===== config.mk =====
export PLATFORM = sky130hd
export DESIGN_NAME = qmax_update_table
export DESIGN_NICKNAME = d
export VERILOG_FILES = /design/src/rtl/qmax_pkg.sv /design/src/rtl/qmax_sdp_ram.sv /design/src/rtl/qmax_update_table.sv
export SDC_FILE = /design/constraint.sdc
export NUM_CORES = 1
export LEC_CHECK = 0
export CORE_UTILIZATION = 50
export DETAILED_ROUTE_END_ITERATION = 16
export GPL_TIMING_DRIVEN = 0
export PLACE_DENSITY = 0.66
export SYNTH_ARGS = -nofsm -noshare
export SYNTH_HDL_FRONTEND = slang
export SYNTH_SLANG_ARGS = --single-unit

===== constraint.sdc =====
create_clock -name i_clk -period 7 [get_ports i_clk]
set_input_delay 1.05 -clock i_clk [delete_from_list [all_inputs] [get_ports i_clk]]
set_output_delay 1.05 -clock i_clk [all_outputs]
set_load 0.01 [all_outputs]

===== src/rtl/qmax_pkg.sv =====
// qmax_pkg: shared defaults, FSM state and entry types for the Q-max update table.
package qmax_pkg;
    localparam int DATA_WIDTH = 8;
    localparam int ADDR_WIDTH = 6;
    localparam int DEPTH      = 64;
    localparam int ACT_WIDTH  = 2;
    localparam int INIT_VAL   = 0;

    typedef enum logic [0:0] {SWEEP = 1'b0, RUN = 1'b1} state_e;

    typedef struct packed {
        logic signed [DATA_WIDTH-1:0] q;
        logic [ACT_WIDTH-1:0]         act;
    } entry_t;
endpackage


===== src/rtl/qmax_sdp_ram.sv =====
// qmax_sdp_ram: 1R1W RAM, registered read-first output, array left unreset for BRAM inference.
module qmax_sdp_ram #(
    parameter int WIDTH      = 10,
    parameter int ADDR_WIDTH = 6,
    parameter int DEPTH      = 64
) (
    input  logic                  clk_i,
    input  logic                  we_i,
    input  logic [ADDR_WIDTH-1:0] waddr_i,
    input  logic [WIDTH-1:0]      wdata_i,
    input  logic [ADDR_WIDTH-1:0] raddr_i,
    output logic [WIDTH-1:0]      rdata_o
);
    logic [WIDTH-1:0] mem_q [DEPTH];

    always_ff @(posedge clk_i) begin
        if (we_i) mem_q[waddr_i] <= wdata_i;
        rdata_o <= mem_q[raddr_i];
    end
endmodule


===== src/rtl/qmax_update_table.sv =====
// qmax_update_table: per-state running max Q and argmax action, 2-stage compare-and-store
// with forwarding, plus a sweep-clear engine.
module qmax_update_table #(
    parameter int DATA_WIDTH = qmax_pkg::DATA_WIDTH,
    parameter int ADDR_WIDTH = qmax_pkg::ADDR_WIDTH,
    parameter int DEPTH      = qmax_pkg::DEPTH,
    parameter int ACT_WIDTH  = qmax_pkg::ACT_WIDTH,
    parameter int INIT_VAL   = qmax_pkg::INIT_VAL
) (
    input  logic                  i_clk,
    input  logic                  i_rst,
    input  logic                  i_clear,
    output logic                  o_ready,
    input  logic                  i_upd_valid,
    input  logic [ADDR_WIDTH-1:0] i_upd_addr,
    input  logic [DATA_WIDTH-1:0] i_upd_data,
    input  logic [ACT_WIDTH-1:0]  i_upd_act,
    output logic                  o_upd_improved,
    input  logic                  i_read_en,
    input  logic [ADDR_WIDTH-1:0] i_addr_r,
    output logic [DATA_WIDTH-1:0] o_data,
    output logic [ACT_WIDTH-1:0]  o_act,
    output logic                  o_rd_valid
);
    import qmax_pkg::*;

    localparam int EW = DATA_WIDTH + ACT_WIDTH;
    localparam logic [ADDR_WIDTH-1:0] LAST = ADDR_WIDTH'(DEPTH - 1);
    localparam logic [ADDR_WIDTH:0] DEPTH_W = (ADDR_WIDTH + 1)'(DEPTH);
    localparam logic [EW-1:0] INIT_ENTRY = {DATA_WIDTH'(INIT_VAL), {ACT_WIDTH{1'b0}}};

    state_e                state_q, state_d;
    logic [ADDR_WIDTH-1:0] sweep_addr_q, sweep_addr_d;
    logic                  s1_valid_q, s1_valid_d;
    logic [ADDR_WIDTH-1:0] s1_addr_q;
    logic [EW-1:0]         s1_cand_q;
    logic                  fwd_valid_q;
    logic [ADDR_WIDTH-1:0] fwd_addr_q;
    logic [EW-1:0]         fwd_entry_q;
    logic                  rd_valid_q, rd_hit_q, rd_byp_q, imp_q;
    logic [EW-1:0]         ram_a_q, ram_b_q, stored, rd_entry, wdata;
    logic [ADDR_WIDTH-1:0] waddr;
    logic                  sweep, sweep_done, acc_clr, acc_upd, acc_rd, upd_we, we;

    assign o_ready = state_q == RUN;

    always_comb begin
        sweep      = state_q == SWEEP;
        sweep_done = sweep && sweep_addr_q == LAST;
        acc_clr    = i_clear && o_ready;
        acc_upd    = i_upd_valid && o_ready && !i_clear;
        acc_rd     = i_read_en && o_ready;
        s1_valid_d = acc_upd && {1'b0, i_upd_addr} < DEPTH_W;
        // The previous edge's write is not yet visible in the read-first RAM word.
        stored = (fwd_valid_q && fwd_addr_q == s1_addr_q) ? fwd_entry_q : ram_a_q;
        // {cand, 0} > {q, act} holds exactly when cand > q, so ties never replace.
        upd_we = s1_valid_q &&
                 ($signed({s1_cand_q[EW-1:ACT_WIDTH], {ACT_WIDTH{1'b0}}}) > $signed(stored));
        we     = !i_rst && (sweep || upd_we);
        waddr  = sweep ? sweep_addr_q : s1_addr_q;
        wdata  = sweep ? INIT_ENTRY : s1_cand_q;
        state_d      = acc_clr ? SWEEP : sweep_done ? RUN : state_q;
        sweep_addr_d = (acc_clr || sweep_done) ? '0 : sweep ? sweep_addr_q + 1'b1 : sweep_addr_q;
    end

    always_ff @(posedge i_clk) begin
        if (i_rst) begin
            state_q      <= SWEEP;
            sweep_addr_q <= '0;
            s1_valid_q   <= 1'b0;
            fwd_valid_q  <= 1'b0;
            rd_valid_q   <= 1'b0;
            imp_q        <= 1'b0;
        end else begin
            state_q      <= state_d;
            sweep_addr_q <= sweep_addr_d;
            s1_valid_q   <= s1_valid_d;
            fwd_valid_q  <= we;
            rd_valid_q   <= acc_rd;
            imp_q        <= upd_we;
        end
    end

    always_ff @(posedge i_clk) begin
        s1_addr_q   <= i_upd_addr;
        s1_cand_q   <= {i_upd_data, i_upd_act};
        fwd_addr_q  <= waddr;
        fwd_entry_q <= wdata;
        rd_hit_q    <= {1'b0, i_addr_r} < DEPTH_W;
        rd_byp_q    <= we && waddr == i_addr_r;
    end

    qmax_sdp_ram #(.WIDTH(EW), .ADDR_WIDTH(ADDR_WIDTH), .DEPTH(DEPTH)) u_ram_upd (
        .clk_i   (i_clk),
        .we_i    (we),
        .waddr_i (waddr),
        .wdata_i (wdata),
        .raddr_i (i_upd_addr),
        .rdata_o (ram_a_q)
    );

    qmax_sdp_ram #(.WIDTH(EW), .ADDR_WIDTH(ADDR_WIDTH), .DEPTH(DEPTH)) u_ram_rd (
        .clk_i   (i_clk),
        .we_i    (we),
        .waddr_i (waddr),
        .wdata_i (wdata),
        .raddr_i (i_addr_r),
        .rdata_o (ram_b_q)
    );

    assign rd_entry       = rd_byp_q ? fwd_entry_q : ram_b_q;
    assign o_data         = (rd_valid_q && rd_hit_q) ? rd_entry[EW-1:ACT_WIDTH] : '0;
    assign o_act          = (rd_valid_q && rd_hit_q) ? rd_entry[ACT_WIDTH-1:0] : '0;
    assign o_rd_valid     = rd_valid_q;
    assign o_upd_improved = imp_q;
endmodule


# ---- Word level (Yosys, flattened, before mapping)
# Memory sizes are Yosys's and may differ from the RTL's. A register that Yosys moved wholly into a read port is not among the register bits.
# Index checks and enable logic that the tools add are counted.
dict set report word_totals {
  reg_bits 44
  ramBits 1280
  input_bits 27
  out_inout_bits 13
  wordCells 42
  n_memories 2
}
# name depth width rd rd_clocked_by_memory_dff wr line_no
set memory_table {}
lappend memory_table {u_ram_rd.mem_q 64 10 1 1 1 qmax_sdp_ram.sv:14} ;# logic [WIDTH-1:0] mem_q [DEPTH];
lappend memory_table {u_ram_upd.mem_q 64 10 1 1 1 qmax_sdp_ram.sv:14}
dict set report classes {
  addsub 1
  order_cmp 1
  n_eq_ne 3
  muxes 8
  n_bitwise 1
  reduce_logical 15
}
# op count
set ops {}
lappend ops {{10-bit two-way mux} 3}
lappend ops {{6-bit equality test} 2}
lappend ops {{10-bit > comparator} 1}
lappend ops {{1-bit logical AND} 9}
lappend ops {{8-bit two-way mux} 1}
lappend ops {{6-bit by 1-bit adder with 6-bit output, second input constant} 1}
lappend ops {{6-bit equality test, second input constant} 1}
lappend ops {{6-bit two-way mux} 1}
lappend ops {{2-bit OR reduction} 2}
lappend ops {{1-bit zero test} 2}
lappend ops {{1-bit logical OR} 2}
lappend ops {{1-bit two-way mux} 2}
lappend ops {{2-bit two-way mux} 1}
lappend ops {{1-bit NOT} 1}

# ---- Longest topological paths before layout
dict set report logic_depth {
  depth_word 9
  ltp_mapped 14
  mapped_depth_nobuf 11
}

# ---- Hierarchy
# Synthesis repeated with hierarchy kept, for this count alone.
dict set report hier_totals {
  hier_cells 2408
  hier_area_um2 52061.2
}
# module instances cells_per_inst area_per_inst_um2 seq_area_each_um2
set modules_own_cells {}
lappend modules_own_cells {qmax_sdp_ram 2 1118 25101.6 19418.6}
lappend modules_own_cells {qmax_update_table 1 172 1858.0 880.8}

# ---- Least setup slack after synthesis
# Ideal clock, no wire load.
dict set report synth_path {
  path_type {reg2reg}
  from {reg s1_addr_q[1]}
  to {mem u_ram_upd.mem_q[10][0] (enable)}
  t_arrival_ns 3.054
  path_slack_ns 3.556
  path_stages_with_launch 14
  synth_period_minus_slack_ns 3.444
  path_cell_list {dfxtp_1 -> xor2_1 -> nor4_1 -> buf_4 -> mux2i_1 -> ha_1 -> nor2b_1 -> nor3b_1 -> o21ai_0 -> a41oi_1 -> o22ai_1 -> buf_2 -> buf_2 -> nor3_1}
}
dict set report synth_between {
  elab_chain_cells 9
}
# element line_no
set synth_lines {}
lappend synth_lines {{start, declared} qmax_update_table.sv:35} ;# logic [ADDR_WIDTH-1:0] s1_addr_q;
lappend synth_lines {{start signal, assigned} qmax_update_table.sv:85} ;# s1_addr_q <= i_upd_addr;
lappend synth_lines {{6-bit equality test} qmax_update_table.sv:55} ;# stored = (fwd_valid_q && fwd_addr_q == s1_addr_q) ? fwd_entry_q : ram_a_q;
lappend synth_lines {{1-bit logical AND} qmax_update_table.sv:55}
lappend synth_lines {{10-bit two-way mux} qmax_update_table.sv:55}
lappend synth_lines {{10-bit > comparator} qmax_update_table.sv:58} ;# ($signed({s1_cand_q[EW-1:ACT_WIDTH], {ACT_WIDTH{1'b0}}}) > $signed(stored));
lappend synth_lines {{1-bit logical AND} qmax_update_table.sv:57} ;# upd_we = s1_valid_q &&
lappend synth_lines {{1-bit logical OR} qmax_update_table.sv:59} ;# we = !i_rst && (sweep || upd_we);
lappend synth_lines {{1-bit logical AND} qmax_update_table.sv:59}
lappend synth_lines {{1-bit two-way mux} qmax_sdp_ram.sv:17} ;# if (we_i) mem_q[waddr_i] <= wdata_i;
lappend synth_lines {{1-bit two-way mux (not written as such)} qmax_sdp_ram.sv:17}
lappend synth_lines {{end, declared} qmax_sdp_ram.sv:14}
# Several ways; a longest one is shown, not always the timed one.

==> results by stage <==
Setup path:
- The setup check on the worst reg-to-reg path leaves a slack of 2.81 ns.
- The critical path contains buffers and inverters numbering 4 combined.
- The type of element launching the critical path is a primary input.
- STA classifies the critical path endpoint as a flop.
- The signal on the critical path passes through clkdlybuf4s50_1 > buf_2 > clkbuf_1 > buf_2 > mux2i_1 > a21oi_1 > o21ai_0 > o31ai_1.
- The top cell family by delay on the critical path is buffers and inverters.
- The depth of the worst register-to-register path is 14.
- Data arrives at the worst endpoint at 4.78 ns.
- The critical path is of the in2reg type.
- The end of the worst register-to-register path is u_ram_upd.mem_q[54][4]$_DFFE_PP_.
- The worst register-to-register path begins at s1_addr_q[4]$_DFF_P_.
- The stage delay of the slowest cell on the critical path is 0.94 ns.
- The cell repeated most along the worst path is sky130_fd_sc_hd__buf_2.
- The slowest stage of the critical path belongs to the cell sky130_fd_sc_hd__clkbuf_1.
- The critical path data required time is 7.44 ns.
- The largest driver fanout on the critical path is 10.

Route:
- After the first detailed-routing iteration, the DRC count stood at 3084.
- The met1 wire length is 40.1 mm.
- The detail-routed via count per cell is 7.05.
- In the routed design, unresolved DRC markers number 0.
- The detail route stage leaves a number of antenna-violating nets equal to 0.
- In the final routed layout, each cell accounts on average for 37.4 um.
- For this block, the via count after detailed routing is 19800.
- The routed design uses 46.8 mm of met2 wire.
- The first detailed-routing pass took 6 iterations.
- Summed over all nets, wire length on met3 after detailed routing comes to 13.0 mm.
- For this block, the routed nets add up to 105 mm of wire.
- The highest metal layer carrying signal wires in the routed design is met5.

Final layout:
- The commonest non-fill, non-tap cell in the layout is sky130_fd_sc_hd__edfxtp_1.
- The filler-free cell count of the finished design is 2814.
- The repair_antennas step left the layout with diodes totalling 0.
- The layout overhead on the synthesized area is 15.4%.
- In the layout the commonest cells are sky130_fd_sc_hd__edfxtp_1 (640), sky130_fd_sc_hd__mux4_2 (308), sky130_fd_sc_hd__mux2i_1 (110), sky130_fd_sc_hd__clkbuf_16 (75), sky130_fd_sc_hd__buf_6 (67).
- The net total in the final layout is 1948.
- The share of cells above drive strength 1 is 34.3%.

Clocking:
- In this run, post-CTS repair resized a total of 0 instances.
- The clock slew at the register clock pins of the worst setup and hold paths is 0.06 ns.
- The maximum buffer depth of the clock tree is 3.
- The number of setup buffers added after CTS is 0.
- TritonCTS created 72 clock buffers.
- The H-tree generated during clock tree synthesis spans 3 levels.
- The cell at the root of the clock tree is sky130_fd_sc_hd__clkbuf_16.
- The source-to-sink clock delay at the later pin of the worst-skew pair is 0.63 ns.
- For this design, the sink count on the clock tree is 704.
- The number of buffers added to fix hold violations after cts is 0.
- The clock tree from TritonCTS is built.

STA:
- The slew of the pin with the lowest slew margin is 1.22 ns.
- Setup violations remaining at the end of the flow were counted as 0.
- Based on the critical path, the design can be clocked at up to 230 MHz.
- The final hold slack is 0.533 ns.
- The final critical path takes up 62.0% of the cycle.
- The hold violation count in the final report came to 0.
- After layout, the minimum clock period comes to 4.34 ns.
- The final number of max-transition violations came to 0.
- In the final timing run, aggregate negative setup slack is 0 ns.
- The headroom to the max-slew limit is 18.4%.
- The final worst clock skew is 0.0229 ns.
- Setup repair after global routing left no endpoint under its margin.

Synth:
- The proportion of synthesized area in mux cells is 26.2%.
- The cell area after technology mapping is 32300 sq um.
- The largest family of logic cells by synthesized area is multiplexers.
- After Yosys synthesis, full adders, half adders and majority gates account for 0.349% of the synthesized area.
- Summing the areas of all compound-gate instances in the mapped netlist gives 3.57% of the synthesized area.
- The average instance in the mapped netlist occupies 18.7 sq um.
- The net count of the mapped netlist is 1764.
- The leading register cell type out of synthesis is sky130_fd_sc_hd__edfxtp_1.
- The async set-reset flop share out of synthesis is 0%.
- The number of different library cells used by synthesis comes to 46.
- Counting flops with a built-in enable in the synthesized netlist gives 640.
- The synthesized-area fraction occupied by and/or/nand/nor cells is 3.72%.
- Synthesis inferred 704 register bits.
- The share of the Yosys chip area taken by registers is 63.5%.
- Counting every instance in the synthesized netlist gives 1728.
- Yosys printed 0 warnings.
- The synthesized netlist devotes 0.434% of its cell area to XOR and XNOR gates.

Die:
- During I/O placement, the number of pins put on the boundary was 40.
- The floorplan step set the die height to 256 um.
- The floorplan has 92 rows.
- The initial cell density of the core is 50.9%.
- The core outline area is 63400 sq um.
- The die outline width is 256 um.
- The full die area is 65600 sq um.

Run:
- Max-cap violations in this run came to 0.

GRT:
- The number of antenna violations at the first check in global routing came to 6.
- The largest net degree at the start of global routing is 57.
- The first global-routing pass estimated 147 mm of wire.
- The total overflow left after global routing is 0.
- The number of global-route vias before repair is 19400.
- Across every metal layer, demand over resource in global routing totals 32.5%.

Worst hold path:
- In this run the most critical hold path is launched from sweep_addr_q[0]$_SDFFE_PP0N_.
- Along the worst hold path, the cell count comes to 2.
- In this run the worst hold path is classified as reg2reg.
- The sink of the worst hold path is sweep_addr_q[0]$_SDFFE_PP0N_.

Power and ir drop:
- The completed layout was analyzed and its total power is 0.00911 W.
- The power per cell area is 245 nW/um^2.
- The static leakage is 11.7 nW.
- The largest vdd supply drop is 132 uV.

Place:
- In this run the tool buffered the top-level ports with 36 buffer cells.
- The congestion estimate from routability-driven global placement came to 1.04.
- The number of placed instances, taps included, is 2684.
- Once detailed placement completed, the half-perimeter wirelength came to 77.2 mm.

Outcome:
- The flow ran to the end, and the final reports show no timing, DRC or antenna violations.
==> metrics by stage <==
stage,setup slack (ns),area [sq um],util (%)
floorplan,3.56,32300,-
global placement,1.53,33700,53.1
detailed placement,2.24,35000,55.1
CTS,2.80,37200,58.7
global route,2.54,37200,58.7
finish,2.66,37200,58.7
==> Yosys cell counts (28+ instances only) <==
cell                       number  area, sq um
sky130_fd_sc_hd__o21ai_0       36          180
sky130_fd_sc_hd__mux4_2       308         6940
sky130_fd_sc_hd__nor3_1        77          385
sky130_fd_sc_hd__buf_2         55          275
sky130_fd_sc_hd__dfxtp_1       64         1280
sky130_fd_sc_hd__nor2_1        47          176
sky130_fd_sc_hd__o22ai_1       28          175
sky130_fd_sc_hd__nand2_1       47          176
sky130_fd_sc_hd__a21oi_1       36          180
sky130_fd_sc_hd__edfxtp_1     640        19200
sky130_fd_sc_hd__mux2i_1      110         1100
sky130_fd_sc_hd__clkbuf_1      31          116
==> sequential cells by signal, summed over array words and instances, names as in the netlist <==
register	cells
sweep_addr_q	6
s1_valid_q	1
o_ready	1
u_ram_rd.rdata_o	10
s1_cand_q	10
u_ram_rd.mem_q	10
o_rd_valid	1
rd_byp_q	1
fwd_entry_q	10
u_ram_upd.rdata_o	10
fwd_valid_q	1
o_upd_improved	1
s1_addr_q	6
fwd_addr_q	6
u_ram_upd.mem_q	630
==> worst reg2reg max path, cell delays in order, from the launching register on <==
cell	delay, ns
sky130_fd_sc_hd__dfxtp_1	0.32
sky130_fd_sc_hd__xnor2_1	0.16
sky130_fd_sc_hd__nand4_1	0.13
sky130_fd_sc_hd__nor4_1	0.22
sky130_fd_sc_hd__buf_4	0.27
sky130_fd_sc_hd__mux2i_1	0.30
sky130_fd_sc_hd__ha_1	0.22
sky130_fd_sc_hd__nor2b_1	0.06
sky130_fd_sc_hd__nor3b_1	0.16
sky130_fd_sc_hd__o21ai_0	0.12
sky130_fd_sc_hd__a41oi_1	0.25
sky130_fd_sc_hd__o22ai_1	0.20
sky130_fd_sc_hd__buf_2	0.27
sky130_fd_sc_hd__buf_2	0.29
sky130_fd_sc_hd__nor3_2	0.84
==> final cells by class <==
type	instances	area (sq um)
Sequential cell	704	20500
Buffer	122	684
Timing Repair Buffer	110	1280
Clock buffer	97	2000
Tap cell	846	1060
Clock inverter	33	290
Multi-Input combinational cell	894	11400
Fill cell	4604	26200
Inverter	8	30.0
==> power by group <==
group / internal, W / leakage (nW) / switching [W] / total (W)
sequential: 0.00455 / 6.17 / 0.0000143 / 0.00457
clock: 0.00216 / 1.11 / 0.00163 / 0.00379
combinational: 0.000290 / 4.45 / 0.000463 / 0.000754
==> worst max path at each step <==
stage	from	to	cells past startpoint	slack [ns]
floorplan	s1_addr_q[1]$_DFF_P_	u_ram_upd.mem_q[10][0]$_DFFE_PP_	13	3.56
CTS	s1_addr_q[4]$_DFF_P_	u_ram_upd.mem_q[53][0]$_DFFE_PP_	14	2.80
global route	s1_addr_q[3]$_DFF_P_	u_ram_upd.mem_q[54][4]$_DFFE_PP_	14	2.54
global placement	i_upd_addr[2]	u_ram_upd.rdata_o[1]$_DFF_P_	7	1.53
finish	i_addr_r[2]	u_ram_rd.rdata_o[1]$_DFF_P_	8	2.66
detailed placement	i_upd_addr[2]	u_ram_upd.rdata_o[2]$_DFF_P_	8	2.24
==> logic make-up after synthesis <==
| logic type | count (synthesis) |
|---|---|
| flops | 704 |
| xor+xnor | 16 |
| compound gates | 176 |
| fa+ha+maj | 9 |
| mux | 448 |
| buf+inv | 130 |
| simple gates | 245 |
==> per-layer routing <==
metal,track usage [%],up-vias
met2,48.0,1472
li1,-,7685
met1,45.1,10400
met4,15.1,6
met3,8.87,257
met5,0,-
No activity file was read; power rests on OpenSTA's default activity.
==> RTL edit: new RTL, config.mk and constraints unchanged <==
The package constant `ACT_WIDTH` goes from 2 to 4.
--- a/src/rtl/qmax_pkg.sv
+++ b/src/rtl/qmax_pkg.sv
@@ -5,3 +5,3 @@
     localparam int DEPTH      = 64;
-    localparam int ACT_WIDTH  = 2;
+    localparam int ACT_WIDTH  = 4;
     localparam int INIT_VAL   = 0;
Ports: changed (resized i_upd_act and o_act); port bits go from 40 to 44. No check against the original RTL was run, so the function may have changed too.
==> RTL edit against the original RTL <==
Area after synthesis grew 19%. Worst setup slack lost 0.41 ns. Wire length grew 24%. Non-clock buffer count grew 32. Total power grew 21%. Via count grew 17%. Sequential cell count grew 136. Final cell count grew 14%. Design area grew 18%. Sequential power grew 19%.
==> RTL edit: results (changes against the original RTL) <==
Run status
  – Status: completed

Clock tree
  – Cts bufs inserted: 87 (+21%)
  – Clk pin slew, worst setup/hold paths: 0.06 ns (about the same)
  – Clk_lat worst skew: 0.66 ns (+0.03 ns)
  – Post-cts gate resize count: 0 (unchanged)
  – Setup Fix Bufs, Post-CTS: 0 (unchanged)
  – CTS Root Cell: clkbuf_16

Place
  – Port Buffers: 40 (+11%)
  – Dpl hpwl: 95.3 mm (+23%)
  – DP Worst Slack: 2.21 ns (-0.0307 ns)
  – Routability cong.: 1.05 (+0.94%)

Detailed routing
  – Router iterations before antenna repair: 9 (+3)
  – Routed wire per std cell: 40.5 microns (+8.3%)
  – Drt initial violations: 3949 (+28%)
  – Via count: 23300 (+17%)

Synthesis
  – Synth async-reset ratio: 0% (unchanged)
  – Synth top area cells: edfxtp_1 (60%), mux4_2 (23%), dfxtp_1 (3.8%)
  – EDFF count, synth: 768 (+20%)
  – Top post-synthesis cells by count: edfxtp_1 (768), mux4_2 (397), mux2i_1 (93)
  – Sequential share of the synthesized area: 64.0% (+0.46 points)
  – Distinct cell type count after synthesis: 56 (+22%)

Pwr
  – Leak: 13.8 nW (+17%)
  – Maximum vdd ir drop: 186 uV (+40%)

Final layout
  – Filler cells: 5526 (+20%)
  – Share of layout cells above drive strength 1: 35.2% (+0.93 points)
  – Max FFs per register: 756 (+20%)
  – Post-layout nets: 2204 (+13%)

Flow run
  – MaxCap Viol Count: 0 (unchanged)

Timing
  – Rel. slew slack: 9.39% (-9.0 points)
  – Setup Skew: 0.0254 ns (+0.00245 ns)
  – F_max: 210 MHz (-8.6%)

Worst setup path
  – CP Launch Point: s1_addr_q[1]
  – Worst R2R Path Depth: 15 (+1)
  – Arrival time at the worst endpoint: 5.10 ns (+0.32 ns)
  – R2r endpoint: u_ram_upd.mem_q[12][4]
  – CP Class: flop to flop
  – Crit path launch type: flop
  – Slowest cell on crit path: nor3_2
  – Crit-path max cell delay: 0.85 ns (-0.09 ns)

Global routing
  – Largest net degree at the start of global routing: 50 (-12%)
  – Initial antenna violation count: 7 (+1)
  – Global-route wire length before repair: 180 mm (+22%)
  – Total global-route track usage: 34.1% (+1.6 points)
[RTL edit: power by group]
part | leakage [nW] | switching [mW] | internal (mW)
Clock | 1.38 | 2.00 | 2.70
Combinational | 5.03 | 0.562 | 0.346
Sequential | 7.37 | 0.0180 | 5.43
Total | 13.8 | 2.58 | 8.48
[RTL edit: worst min path at each step]
stage / from / endpoint / slack (ns) / cells after the start
final: sweep_addr_q[0] / sweep_addr_q[0] / 0.55 / 2
after global routing: sweep_addr_q[0] / sweep_addr_q[0] / 0.59 / 2
after CTS: sweep_addr_q[0] / sweep_addr_q[0] / 0.54 / 2
after detailed placement: sweep_addr_q[0] / sweep_addr_q[0] / 0.52 / 2
after global placement: sweep_addr_q[0] / sweep_addr_q[0] / 0.50 / 2
after floorplan: sweep_addr_q[0] / sweep_addr_q[0] / 0.49 / 2
[RTL edit: logic make-up (layout without fill, tap and decap cells)]
family / Yosys count / after routing / share of synthesized area (%)
other: 0 / 2 / 0
adders and majority gates: 9 / 9 / 0.294
DFF: 840 / 840 / 64.0
and+or+nand+nor: 247 / 247 / 3.18
xor gates and xnor gates: 16 / 16 / 0.366
muxes: 495 / 495 / 26.1
AOI/OAI and AO/OA: 199 / 199 / 3.53
buffers and inverters: 155 / 431 / 2.57
[RTL edit: final cells by class]
type / count / share of cell area [%]
sequential: 840 / 55.6
buffer: 148 / 2.17
multi-input combinational: 966 / 29.9
timing repair buffer: 116 / 3.11
clock inverter: 40 / 1.08
inverter: 7 / 0.0596
antenna: 2 / 0.0114
tap: 978 / 2.78
clock buffer: 120 / 5.34
[RTL edit: worst max-delay path, delay by kind of cell (launching register included)]
kind,cells,cell delay (ns)
AND/OR/NAND/NOR,5,1.78
buffers and inverters,4,1.05
AO/OA/AOI/OAI,3,0.52
flip-flops,1,0.51
adder cells (fa/ha/maj),1,0.30
XOR/XNOR,1,0.17
multiplexers,1,0.10
[RTL edit: stage by stage]
| step | instance area, sq um | std cells |
|---|---|---|
| global placement | 39900 | 2979 |
| floorplan | 38300 | 1961 |
| detailed placement | 41200 | 3055 |
| CTS | 44100 | 3215 |
| finish | 44100 | 3217 |
| global route | 44100 | 3215 |
[RTL edit: metal layers]
layer / global-route usage, % / up-vias / part of all wire, %
met5: 0 / - / 0.031
met4: 16.3 / 6 / 5.3
met3: 9.82 / 324 / 13
met2: 50.6 / 1936 / 45
met1: 46.6 / 12200 / 36
li1: - / 8852 / -
